$ cat src/rtl/hz_pkg.sv
// Shared encodings for the pipeline hazard controller: opcodes, timing codes,
// forward selects and the instruction-class enum.
package hz_pkg;

   localparam logic [5:0] OP_RTYPE = 6'h00;
   localparam logic [5:0] OP_J     = 6'h02;
   localparam logic [5:0] OP_JAL   = 6'h03;
   localparam logic [5:0] OP_BEQ   = 6'h04;
   localparam logic [5:0] OP_ORI   = 6'h0D;
   localparam logic [5:0] OP_LUI   = 6'h0F;
   localparam logic [5:0] OP_LW    = 6'h23;
   localparam logic [5:0] OP_SW    = 6'h2B;

   localparam logic [5:0] FN_JR    = 6'h08;
   localparam logic [5:0] FN_MFHI  = 6'h10;
   localparam logic [5:0] FN_MTHI  = 6'h11;
   localparam logic [5:0] FN_MFLO  = 6'h12;
   localparam logic [5:0] FN_MTLO  = 6'h13;
   localparam logic [5:0] FN_MULT  = 6'h18;
   localparam logic [5:0] FN_MULTU = 6'h19;
   localparam logic [5:0] FN_DIV   = 6'h1A;
   localparam logic [5:0] FN_DIVU  = 6'h1B;
   localparam logic [5:0] FN_ADDU  = 6'h21;
   localparam logic [5:0] FN_SUBU  = 6'h23;

   // TUSE_NONE exceeds every Tnew, so an unread operand can never raise a stall
   localparam logic [1:0] TUSE_0    = 2'd0;
   localparam logic [1:0] TUSE_1    = 2'd1;
   localparam logic [1:0] TUSE_2    = 2'd2;
   localparam logic [1:0] TUSE_NONE = 2'd3;

   localparam logic [1:0] TNEW_0 = 2'd0;
   localparam logic [1:0] TNEW_1 = 2'd1;
   localparam logic [1:0] TNEW_2 = 2'd2;

   localparam logic [1:0] FWD_NONE = 2'd0;
   localparam logic [1:0] FWD_E    = 2'd1;
   localparam logic [1:0] FWD_M    = 2'd2;
   localparam logic [1:0] FWD_W    = 2'd3;

   typedef enum logic [3:0] {
      IC_NOP, IC_ALU, IC_ORI, IC_LUI, IC_LW, IC_SW, IC_BEQ, IC_J,
      IC_JAL, IC_JR, IC_MULT, IC_DIV, IC_MFHL, IC_MTHL
   } iclass_e;

   function automatic logic is_md(input iclass_e c);
      return (c == IC_MULT) || (c == IC_DIV) || (c == IC_MFHL) || (c == IC_MTHL);
   endfunction

   function automatic logic raw_hit(input logic [4:0] src, input logic [1:0] tuse,
                                    input logic [4:0] dst, input logic [1:0] tnew);
      return (src != 5'd0) && (src == dst) && (tuse < tnew);
   endfunction

   function automatic logic [1:0] fwd_sel(input logic [4:0] src, input logic e_ok,
                                          input logic [4:0] dst_e, input logic m_ok,
                                          input logic [4:0] dst_m, input logic [4:0] dst_w);
      if (src == 5'd0)                  return FWD_NONE;
      if (e_ok && (src == dst_e))       return FWD_E;
      if (m_ok && (src == dst_m))       return FWD_M;
      if (src == dst_w)                 return FWD_W;
      return FWD_NONE;
   endfunction

endpackage

$ cat src/rtl/hazard_ctrl_decode.sv
// Per-stage instruction decoder: class, read registers, destination and timing.
// Unread operands report register 0 so they never match a destination.
module hz_decode
   import hz_pkg::*;
(
   input  logic [31:0] ir_i,
   output iclass_e     cls_o,
   output logic [4:0]  rs_o,
   output logic [4:0]  rt_o,
   output logic [4:0]  dst_o,
   output logic [1:0]  tuse_rs_o,
   output logic [1:0]  tuse_rt_o,
   output logic [1:0]  tnew_e_o
);

   logic [5:0] op, fn;
   logic [4:0] rs_f, rt_f, rd_f;
   logic       unused_ok;

   assign op        = ir_i[31:26];
   assign rs_f      = ir_i[25:21];
   assign rt_f      = ir_i[20:16];
   assign rd_f      = ir_i[15:11];
   assign fn        = ir_i[5:0];
   assign unused_ok = ^ir_i[10:6];

   always_comb begin
      cls_o     = IC_NOP;
      dst_o     = 5'd0;
      tuse_rs_o = TUSE_NONE;
      tuse_rt_o = TUSE_NONE;
      tnew_e_o  = TNEW_0;
      case (op)
         OP_RTYPE: begin
            case (fn)
               FN_ADDU, FN_SUBU: begin
                  cls_o = IC_ALU; dst_o = rd_f; tnew_e_o = TNEW_1;
                  tuse_rs_o = TUSE_1; tuse_rt_o = TUSE_1;
               end
               FN_JR: begin
                  cls_o = IC_JR; tuse_rs_o = TUSE_0;
               end
               FN_MULT, FN_MULTU: begin
                  cls_o = IC_MULT; tuse_rs_o = TUSE_1; tuse_rt_o = TUSE_1;
               end
               FN_DIV, FN_DIVU: begin
                  cls_o = IC_DIV; tuse_rs_o = TUSE_1; tuse_rt_o = TUSE_1;
               end
               FN_MFHI, FN_MFLO: begin
                  cls_o = IC_MFHL; dst_o = rd_f; tnew_e_o = TNEW_1;
               end
               FN_MTHI, FN_MTLO: begin
                  cls_o = IC_MTHL; tuse_rs_o = TUSE_1;
               end
               default: ;
            endcase
         end
         OP_ORI: begin
            cls_o = IC_ORI; dst_o = rt_f; tnew_e_o = TNEW_1; tuse_rs_o = TUSE_1;
         end
         OP_LUI: begin
            cls_o = IC_LUI; dst_o = rt_f; tnew_e_o = TNEW_1;
         end
         OP_LW: begin
            cls_o = IC_LW; dst_o = rt_f; tnew_e_o = TNEW_2; tuse_rs_o = TUSE_1;
         end
         OP_SW: begin
            cls_o = IC_SW; tuse_rs_o = TUSE_1; tuse_rt_o = TUSE_2;
         end
         OP_BEQ: begin
            cls_o = IC_BEQ; tuse_rs_o = TUSE_0; tuse_rt_o = TUSE_0;
         end
         OP_J:   cls_o = IC_J;
         OP_JAL: begin
            cls_o = IC_JAL; dst_o = 5'd31;
         end
         default: ;
      endcase
      rs_o = (tuse_rs_o != TUSE_NONE) ? rs_f : 5'd0;
      rt_o = (tuse_rt_o != TUSE_NONE) ? rt_f : 5'd0;
   end

endmodule

$ cat src/rtl/hazard_ctrl.sv
// Hazard/forwarding controller for the 5-stage MIPS pipeline, with mult/div
// busy sequencing and a saturating stall-cycle counter.
module hazard_ctrl
   import hz_pkg::*;
#(
   parameter int unsigned MULT_CYC = 5,
   parameter int unsigned DIV_CYC  = 10,
   parameter int unsigned CNT_W    = 4
) (
   input  logic        clk,
   input  logic        rst,
   input  logic [31:0] ir_d,
   input  logic [31:0] ir_e,
   input  logic [31:0] ir_m,
   input  logic [31:0] ir_w,
   output logic        en_pc,
   output logic        en_d,
   output logic        flush_e,
   output logic [1:0]  fwd_rs_d,
   output logic [1:0]  fwd_rt_d,
   output logic [1:0]  fwd_rs_e,
   output logic [1:0]  fwd_rt_e,
   output logic        fwd_rt_m,
   output logic        md_busy,
   output logic [31:0] stall_count
);

   iclass_e    cls_d, cls_e, cls_m, cls_w;
   logic [4:0] rs_d, rt_d, dst_d, rs_e, rt_e, dst_e, rs_m, rt_m, dst_m, rs_w, rt_w, dst_w;
   logic [1:0] tuse_rs_d, tuse_rt_d, tnew_d;
   logic [1:0] tuse_rs_e, tuse_rt_e, tnew_e;
   logic [1:0] tuse_rs_m, tuse_rt_m, tnew_em;
   logic [1:0] tuse_rs_w, tuse_rt_w, tnew_ew;
   logic [1:0] tnew_m;

   logic [CNT_W-1:0] md_cnt_q, md_cnt_d;
   logic [31:0]      stall_cnt_q, stall_cnt_d;
   logic             stall, stall_raw, md_busy_w;
   logic             unused_ok;

   hz_decode u_dec_d (.ir_i(ir_d), .cls_o(cls_d), .rs_o(rs_d), .rt_o(rt_d), .dst_o(dst_d),
                      .tuse_rs_o(tuse_rs_d), .tuse_rt_o(tuse_rt_d), .tnew_e_o(tnew_d));
   hz_decode u_dec_e (.ir_i(ir_e), .cls_o(cls_e), .rs_o(rs_e), .rt_o(rt_e), .dst_o(dst_e),
                      .tuse_rs_o(tuse_rs_e), .tuse_rt_o(tuse_rt_e), .tnew_e_o(tnew_e));
   hz_decode u_dec_m (.ir_i(ir_m), .cls_o(cls_m), .rs_o(rs_m), .rt_o(rt_m), .dst_o(dst_m),
                      .tuse_rs_o(tuse_rs_m), .tuse_rt_o(tuse_rt_m), .tnew_e_o(tnew_em));
   hz_decode u_dec_w (.ir_i(ir_w), .cls_o(cls_w), .rs_o(rs_w), .rt_o(rt_w), .dst_o(dst_w),
                      .tuse_rs_o(tuse_rs_w), .tuse_rt_o(tuse_rt_w), .tnew_e_o(tnew_ew));

   assign unused_ok = ^{cls_m, cls_w, rs_m, rs_w, rt_w, dst_d, tnew_d, tuse_rs_e, tuse_rt_e,
                        tuse_rs_m, tuse_rt_m, tuse_rs_w, tuse_rt_w, tnew_ew};

   // One stage later, the remaining result latency drops by one (floor 0)
   assign tnew_m = (tnew_em != TNEW_0) ? tnew_em - 2'd1 : TNEW_0;

   always_comb begin
      stall_raw = raw_hit(rs_d, tuse_rs_d, dst_e, tnew_e) | raw_hit(rs_d, tuse_rs_d, dst_m, tnew_m)
                | raw_hit(rt_d, tuse_rt_d, dst_e, tnew_e) | raw_hit(rt_d, tuse_rt_d, dst_m, tnew_m);
      md_busy_w = (md_cnt_q != '0) | (cls_e == IC_MULT) | (cls_e == IC_DIV);
      stall     = stall_raw | (is_md(cls_d) & md_busy_w);
   end

   assign en_pc    = ~stall;
   assign en_d     = ~stall;
   assign flush_e  = stall;
   assign md_busy  = md_busy_w;
   assign fwd_rs_d = fwd_sel(rs_d, tnew_e == TNEW_0, dst_e, tnew_m == TNEW_0, dst_m, dst_w);
   assign fwd_rt_d = fwd_sel(rt_d, tnew_e == TNEW_0, dst_e, tnew_m == TNEW_0, dst_m, dst_w);
   assign fwd_rs_e = fwd_sel(rs_e, 1'b0, dst_e, tnew_m == TNEW_0, dst_m, dst_w);
   assign fwd_rt_e = fwd_sel(rt_e, 1'b0, dst_e, tnew_m == TNEW_0, dst_m, dst_w);
   assign fwd_rt_m = (rt_m != 5'd0) && (rt_m == dst_w);
   assign stall_count = stall_cnt_q;

   always_comb begin
      if (cls_e == IC_MULT)      md_cnt_d = CNT_W'(MULT_CYC);
      else if (cls_e == IC_DIV)  md_cnt_d = CNT_W'(DIV_CYC);
      else if (md_cnt_q != '0)   md_cnt_d = md_cnt_q - CNT_W'(1);
      else                       md_cnt_d = md_cnt_q;
      stall_cnt_d = (stall && (stall_cnt_q != '1)) ? stall_cnt_q + 32'd1 : stall_cnt_q;
   end

   always_ff @(posedge clk) begin
      if (rst) begin
         md_cnt_q    <= '0;
         stall_cnt_q <= '0;
      end else begin
         md_cnt_q    <= md_cnt_d;
         stall_cnt_q <= stall_cnt_d;
      end
   end

endmodule
$ cat config.mk
export PLATFORM = sky130hd
export DESIGN_NAME = hazard_ctrl
export DESIGN_NICKNAME = d
export VERILOG_FILES = /design/src/rtl/hz_pkg.sv /design/src/rtl/hazard_ctrl_decode.sv /design/src/rtl/hazard_ctrl.sv
export SDC_FILE = /design/constraint.sdc
export NUM_CORES = 1
export LEC_CHECK = 0
export CAP_MARGIN = 30
export CORE_UTILIZATION = 35
export DETAILED_ROUTE_END_ITERATION = 16
export DONT_BUFFER_PORTS = 1
export SYNTH_ARGS = -nofsm -noshare
export SYNTH_HDL_FRONTEND = slang
export SYNTH_HIERARCHICAL = 1
export SYNTH_SLANG_ARGS = --single-unit
$ cat constraint.sdc
create_clock -name clk -period 7.46 [get_ports clk]
set_input_delay 1.492 -clock clk [delete_from_list [all_inputs] [get_ports clk]]
set_output_delay 1.492 -clock clk [all_outputs]
set_load 0.03 [all_outputs]
==> results of run 1 <==
layout by cell type, fill, tap and decap left out, drive strengths merged, types with 11 or more instances in the layout:
| master | instances |
|---|---|
| a221o | 15 |
| o31ai | 16 |
| nand4 | 21 |
| nand2 | 28 |
| xor2 | 27 |
| nor4 | 11 |
| inv | 11 |
| nor2b | 16 |
| o21ai | 18 |
| or3 | 17 |
| nor2 | 41 |
| nor3b | 16 |
| xnor2 | 35 |
| a21oi | 45 |
| nor3 | 17 |
| nor4b | 14 |
| dfxtp | 36 |
| or4 | 20 |
| nand3 | 26 |
sequential cells by signal, summed over array words and instances (netlist names):
signal	count
md_cnt_q	4
stall_count	32
per-stage QoR:
step / hold slack (ps) / power [uW] / std cells
finish: 586 / 592 / 706
global route: 616 / 621 / 706
CTS: 583 / 597 / 706
detailed placement: 571 / 360 / 698
global placement: 558 / 354 / 698
floorplan: 538 / 353 / 584
per-layer routing:
metal | global-route usage | vias up
met5 | 0 | -
met4 | 0.0491 | 0
met3 | 0.0377 | 12
met2 | 0.289 | 131
met1 | 0.231 | 2014
li1 | - | 2086
worst register-to-register path, stage by stage, from the launching register on:
cell and delay (ps):
dfxtp_1 680, nand4_1 310, or3_4 510, nor4_4 430, and3_1 790, nor4_1 150, mux2_1 340
power by group:
group	total [uW]	switching [uW]	internal, uW	leakage (uW)
combinational	150	87.5	62.4	0.00113
sequential	207	6.72	200	0.000291
clock	235	78.0	157	0.0000808
total	592	172	420	0.00150
path summary, 6_finish.rpt:
path                        from               to  cells past startpoint
setup / recovery        ir_d[29]          flush_e                     10
hold / removal       md_cnt_q[3]      md_cnt_q[3]                      3
setup reg to reg  stall_count[4]  stall_count[11]                      6
hold reg to reg      md_cnt_q[3]      md_cnt_q[3]                      3
area by class of cell:
| type | instances | share of cell area |
|---|---|---|
| Timing Repair Buffer | 7 | 0.0117 |
| Tap cell | 168 | 0.0467 |
| Sequential cell | 36 | 0.160 |
| Clock buffer | 6 | 0.0286 |
| Clock inverter | 2 | 0.00778 |
| Inverter | 11 | 0.00917 |
| Multi-Input combinational cell | 476 | 0.736 |
==> impl_metrics.toml, run 1 <==
[run_status]
status = "complete, no violations"

[sta]
rsz0062_at_grt = "false"
fmaxAchievable_mhz = 166
setup-violations-final = 0
worst_pin_slew_ps = 1040
period_share = 0.808
drv_slew = 0
slew_headroom = 0.305
fin_ws_ps = 1430
finalHoldViolCount = 0
fin_tns_setup_ps = 0
min_period_ps = 6030
fin_skew_ps = 3.54

[cells_and_area]
layout.nets = 674
antenna_cells = 0
final_cell_area_um2 = 4500
fillers = 1246
seqCellArea_um2 = 721
drive_gt1_frac = 0.0874
utilization = 0.373
multi_input_area_um2 = 3320
area_growth_pct = 3.15

[drt]
via_per_inst = 6.01
wire_per_inst_um = 16.5
route.met3.wl_um = 769
dr_wl_met2_um = 5440
drt-total-wl_um = 11700
ant_nets = 0
wirelength_met1_um = 5300
vias = 4243
topRoutingLayerUsed = "met4"
drc = 0
drtIter0Drc = 231
firstDrtPassIters = 5

[logic_synthesis]
synth_nets = 721
yosys_warnings = 6
netlist_area_um2 = 4370
syn_area_per_cell_um2 = 7.48
synthCells = 584

[placed_design]
postPlaceCellArea_um2 = 4340
port_buffers = 0
place_congestion = 0.913
pre_cts_ws_ps = 1440
dp_hpwl_um = 8960

[power_and_ir_drop]
p_per_area_nw_per_um2 = 131
p_leak_uw = 0.00150
peakVddDrop_mv = 0.0947

[die]
fp.dieH_um = 114
io_pins = 175
start_util = 0.362
rows = 40
die_area_um2 = 12900
die_w_um = 114
core_um2 = 12100

[clock_network]
cts_buffer_depth = 2
hold_buffers = 0
clock_latency_ps = 280
cts_resized = 0
cts_buffers = 5
clock-root-buffer = "clkbuf_16"
cts_tree = "built"
cts.clk_slew.worst_paths_ps = 60
cts.sinks = 36
cts_setup_buffers = 0
h-tree-depth = 2

[worst_setup_path]
worstPathArrival_ps = 4530
end_kind = "output pin"
worstPathRequired_ps = 5970
reg2reg_slack_ps = 4150
path_class = "input port to output pin"
path_delay_family = "simple AND/OR/NAND/NOR gates"
slowest_stage = "nor3b_1"
critPathLaunchType = "input port"
crit_buf_inv = 1
cp_cell_sequence = "nor4_1 > a22oi_1 > a21boi_1 > nor3b_1 > xnor2_1 > nand3_1 > nor3_1 > a21oi_1 > o211a_4 > inv_1"
cp_max_fo = 60
slowest_delay_ps = 700

[worst_hold_path]
hold_class = "flop to flop"

[global_route]
overflow = 0
grt_max_degree = 61
grt_pass1_wl_um = 18700
track_usage = 0.176
antenna_found_initial = 0
grt_pass1_vias = 3889

[flow_run]
max-cap-violations = 0
Note: power is estimated with default switching activity, not from simulation.
==> run 2: changes to the inputs <==
==> constraint.sdc (replaced) <==
create_clock -name clk -period 5.25 [get_ports clk]
set_input_delay 1.05 -clock clk [delete_from_list [all_inputs] [get_ports clk]]
set_output_delay 1.05 -clock clk [all_outputs]
set_load 0.03 [all_outputs]
==> impl_metrics.toml, run 2 (synthesized netlist as in run 1, its figures left out) <==
[clock_network]
h-tree-depth = 2
clock_latency_ps = 280
cts_resized = 0
cts_buffer_depth = 2
cts_setup_buffers = 0
cts.sinks = 36
hold_buffers = 0
cts_buffers = 5
cts.clk_slew.worst_paths_ps = 60
cts_tree = "built"
clock-root-buffer = "clkbuf_16"

[worst_hold_path]
hold-path-cell-count = 3
hold_class = "flop to flop"
holdPathEnd = "md_cnt_q[3]"
hp-start = "md_cnt_q[3]"

[power_and_ir_drop]
comb_power_share = 0.256
p_leak_uw = 0.00157
switchingPower_uw = 250
p_per_area_nw_per_um2 = 184
peakVddDrop_mv = 0.171
internal_power_uw = 601
clkPwrFrac = 0.398
seq_power_share = 0.346
p_sw_frac = 0.294

[worst_setup_path]
path_class = "input port to output pin"
cp_max_fo = 5
rr_startpoint = "stall_count[4]"
end_kind = "output pin"
reg2reg_to = "stall_count[11]"
worstPathArrival_ps = 3780
reg2reg_slack_ps = 1930
critPathLaunchType = "input port"
worstPathRequired_ps = 4200
ff2ff_path_depth = 6
critPathLaunch = "ir_d[29]"

[drt]
drc = 0
via_per_inst = 5.98
drtIter0Drc = 336
vias = 4306
ant_nets = 0
wire_per_inst_um = 16.9
firstDrtPassIters = 4
drt-total-wl_um = 12200

[die]
fp.dieH_um = 114
core_um2 = 12100
io_pins = 175
rows = 40
die_w_um = 114
start_util = 0.362
die_area_um2 = 12900

[global_route]
grt_pass1_vias = 4067
grt_pass1_wl_um = 19800
grt_max_degree = 58
antenna_found_initial = 0
track_usage = 0.185
overflow = 0

[sta]
fin_ws_ps = 420
setup-violations-final = 0
min_period_ps = 4830
fmaxAchievable_mhz = 207
drv_slew = 0
period_share = 0.920
fin_tns_setup_ps = 0
worst_pin_slew_ps = 864
rsz0062_at_grt = "false"
fin_skew_ps = 3.13
finalHoldViolCount = 0
slew_headroom = 0.424

[run_status]
status = "complete, no violations"

[cells_and_area]
area_growth_pct = 5.64
antenna_cells = 0
final_cell_mix = "a21oi_1, nor2_1, dfxtp_1"
utilization = 0.382
layout_commonest_cell = "a21oi_1"
layout.nets = 688
largest_reg_flops = 32
drive_gt1_frac = 0.114

[placed_design]
pre_cts_ws_ps = 437
dp_hpwl_um = 9280
port_buffers = 0
place_congestion = 0.859

[flow_run]
max-cap-violations = 0
## run 2: cell types whose count changed in the layout (fill, tap and decap cells not counted), sizes merged
cell and change:
clkinvlp +1, buf +14, clkbuf -1
## run 2: area by class of cell
| type | instances | area [um^2] |
|---|---|---|
| inverters | 11 | 41.3 |
| clock buffers | 5 | 125 |
| well taps | 168 | 210 |
| flip-flops and latches | 36 | 721 |
| multi-input cells | 476 | 3320 |
| repair buffers | 21 | 158 |
| fillers | 1237 | 7450 |
| clock inverters | 3 | 42.5 |
## run 2: power groups by stage
stage	combinational [uW]	clock, uW	sequential (uW)
2_1_floorplan	204	0	298
3_3_place_gp	209	0	299
3_5_place_dp	216	0	300
4_1_cts	218	346	294
5_1_grt	248	357	296
6_report	218	338	294
## run 2: worst max-delay path, cell delays in order
cell and delay (ps):
nor4_1 410, a22oi_1 140, a21boi_1 210, nor3b_1 650, xnor2_1 190, nand4_1 140
or3_1 390, a221oi_1 360, buf_4 230
## run 2: worst max-delay path by stage
stage / endpoint / slack [ps] / cells after the start
6_report: fwd_rt_d[1] / 420 / 9
5_1_grt: fwd_rs_e[1] / 220 / 9
4_1_cts: fwd_rt_d[1] / 430 / 9
3_5_place_dp: fwd_rt_d[1] / 440 / 9
3_3_place_gp: fwd_rt_d[1] / 520 / 9
2_1_floorplan: en_pc / 9 / 14
## run 2: metal layers
| metal | GRT usage | part of all wire | vias to the layer above |
|---|---|---|---|
| met1 | 0.236 | 0.44 | 2029 |
| met4 | 0.0500 | 0.0095 | 0 |
| met2 | 0.311 | 0.48 | 154 |
| met3 | 0.0425 | 0.071 | 12 |
| met5 | 0 | 0 | - |
| li1 | - | - | 2111 |
## run 2: metrics by stage
step                std cells  area [um^2]  hold WS, ps  power, uW
floorplan                 584         4370          538        502
global placement          712         4450          564        509
detailed placement        712         4450          586        517
CTS                       720         4610          596        858
global route              720         4610          653        902
finish                    720         4610          594        850
==> run 3: changes to the inputs <==
--- a/config.mk
+++ b/config.mk
@@ -6,9 +6,10 @@
 export NUM_CORES = 1
 export LEC_CHECK = 0
 export CAP_MARGIN = 30
-export CORE_UTILIZATION = 35
+export CORE_UTILIZATION = 50
 export DETAILED_ROUTE_END_ITERATION = 16
 export DONT_BUFFER_PORTS = 1
+export PLACE_DENSITY = 0.68
 export SYNTH_ARGS = -nofsm -noshare
 export SYNTH_HDL_FRONTEND = slang
 export SYNTH_HIERARCHICAL = 1
==> impl_metrics.toml, run 3 (synthesized netlist as in run 1, its figures left out) <==
[run_status]
status = "complete, no violations"

[worst_setup_path]
path_delay_family = "simple AND/OR/NAND/NOR gates"
cp_cell_sequence = "nor4_1 > a22oi_1 > a21boi_1 > nor3b_1 > xnor2_1 > nand4_1 > or3_1 > a221oi_1 > buf_4"
slowest_stage = "nor3b_1"
reg2reg_to = "stall_count[11]"
worstPathRequired_ps = 4200
ff2ff_path_depth = 6
slowest_delay_ps = 690
end_kind = "output pin"
crit_buf_inv = 1
path_class = "input port to output pin"
reg2reg_slack_ps = 1910
cp_max_fo = 5
worstPathArrival_ps = 3760
rr_startpoint = "stall_count[4]"
critPathLaunchType = "input port"

[sta]
period_share = 0.917
finalHoldViolCount = 0
setup-violations-final = 0
rsz0062_at_grt = "false"
drv_slew = 0
fin_tns_setup_ps = 0
worst_pin_slew_ps = 829
fin_skew_ps = 7.00
min_period_ps = 4810
hold_slack_ps = 561
slew_headroom = 0.447
fmaxAchievable_mhz = 208

[power_and_ir_drop]
switchingPower_uw = 227
comb_power_share = 0.303
p_leak_uw = 0.00152
internal_power_uw = 485
power.total_uw = 711
peakVddDrop_mv = 0.0956
clkPwrFrac = 0.284
p_per_area_nw_per_um2 = 160
seq_power_share = 0.413
p_sw_frac = 0.319

[worst_hold_path]
hp-start = "md_cnt_q[3]"
holdPathEnd = "md_cnt_q[3]"
hold_class = "flop to flop"
hold-path-cell-count = 3

[clock_network]
cts_buffers = 5
cts.sinks = 36
cts_buffer_depth = 2
h-tree-depth = 2
clock_latency_ps = 290
cts_setup_buffers = 0
cts_tree = "built"
cts_resized = 0
cts.clk_slew.worst_paths_ps = 60
clock-root-buffer = "clkbuf_8"
hold_buffers = 0

[die]
rows = 33
core_um2 = 8340
fp.dieH_um = 95.5
die_w_um = 95.5
die_area_um2 = 9110
start_util = 0.524
io_pins = 175

[drt]
vias = 4288
drt-total-wl_um = 11400
drc = 0
via_per_inst = 6.55
firstDrtPassIters = 5
ant_nets = 0
wire_per_inst_um = 17.5
drtIter0Drc = 237

[cells_and_area]
final_cell_mix = "a21oi_1, nor2_1, dfxtp_1"
area_growth_pct = 1.72
antenna_cells = 0
fillers = 815
drive_gt1_frac = 0.107
utilization = 0.533
layout.nets = 686
multi_input_area_um2 = 3320
final_cell_area_um2 = 4440
largest_reg_flops = 32
seqCellArea_um2 = 721
layout_commonest_cell = "a21oi_1"

[placed_design]
postPlaceCellArea_um2 = 4350
port_buffers = 0
place_congestion = 0.952
dp_hpwl_um = 8750

[global_route]
grt_pass1_vias = 3855
overflow = 0
track_usage = 0.247
grt_pass1_wl_um = 18000
antenna_found_initial = 0
grt_max_degree = 49

[flow_run]
max-cap-violations = 0
## run 3: changes by cell type in the layout (fill, tap and decap cells not counted), sizes merged
cell / delta
clkinvlp: -1
bufinv: -1
clkbuf: +3
clkinv: -1
buf: -2
## run 3: how the worst max path moves through the flow
stage | cells past startpoint | startpoint | to | slack [ps]
2_1_floorplan | 14 | ir_m[27] | en_pc | 9
3_3_place_gp | 9 | ir_d[29] | fwd_rt_d[1] | 470
3_5_place_dp | 9 | ir_d[29] | fwd_rt_d[1] | 470
4_1_cts | 9 | ir_d[29] | fwd_rt_d[1] | 450
5_1_grt | 10 | ir_d[29] | flush_e | 150
6_report | 9 | ir_d[29] | fwd_rt_d[1] | 440
## run 3: stage by stage
step / setup WS [ps] / instances
2_1_floorplan: 9.24 / 584
3_3_place_gp: 473 / 647
3_5_place_dp: 473 / 647
4_1_cts: 453 / 655
5_1_grt: 146 / 655
6_report: 438 / 655
## run 3: power by group through the flow
stage          sequential [uW]  clock, uW  combinational (uW)
2_1_floorplan              298          0                 204
3_3_place_gp               300          0                 207
3_5_place_dp               300          0                 214
4_1_cts                    294        208                 215
5_1_grt                    295        221                 241
6_report                   294        202                 216
## run 3: cell type report
cell class	count	share of cell area
multi-input combinational	476	0.746
sequential	36	0.162
timing repair buffer	19	0.0321
tap	105	0.0296
clock buffer	8	0.0203
inverter	11	0.00930
## run 3: worst register-to-register path: cells and delay by family, from the launching register on
| kind | cells | cell delay, ps |
|---|---|---|
| and+or+nand+nor | 5 | 2240 |
| DFF | 1 | 640 |
| muxes | 1 | 340 |
## run 3: routing by layer
| metal | part of all wire | wire length [um] | GRT usage | vias to the layer above |
|---|---|---|---|---|
| met5 | 0 | 0 | 0 | - |
| met4 | 0.016 | 181 | 0.0609 | 0 |
| met3 | 0.061 | 695 | 0.0423 | 17 |
| met2 | 0.47 | 5380 | 0.410 | 131 |
| met1 | 0.45 | 5180 | 0.332 | 2035 |
| li1 | - | - | - | 2105 |
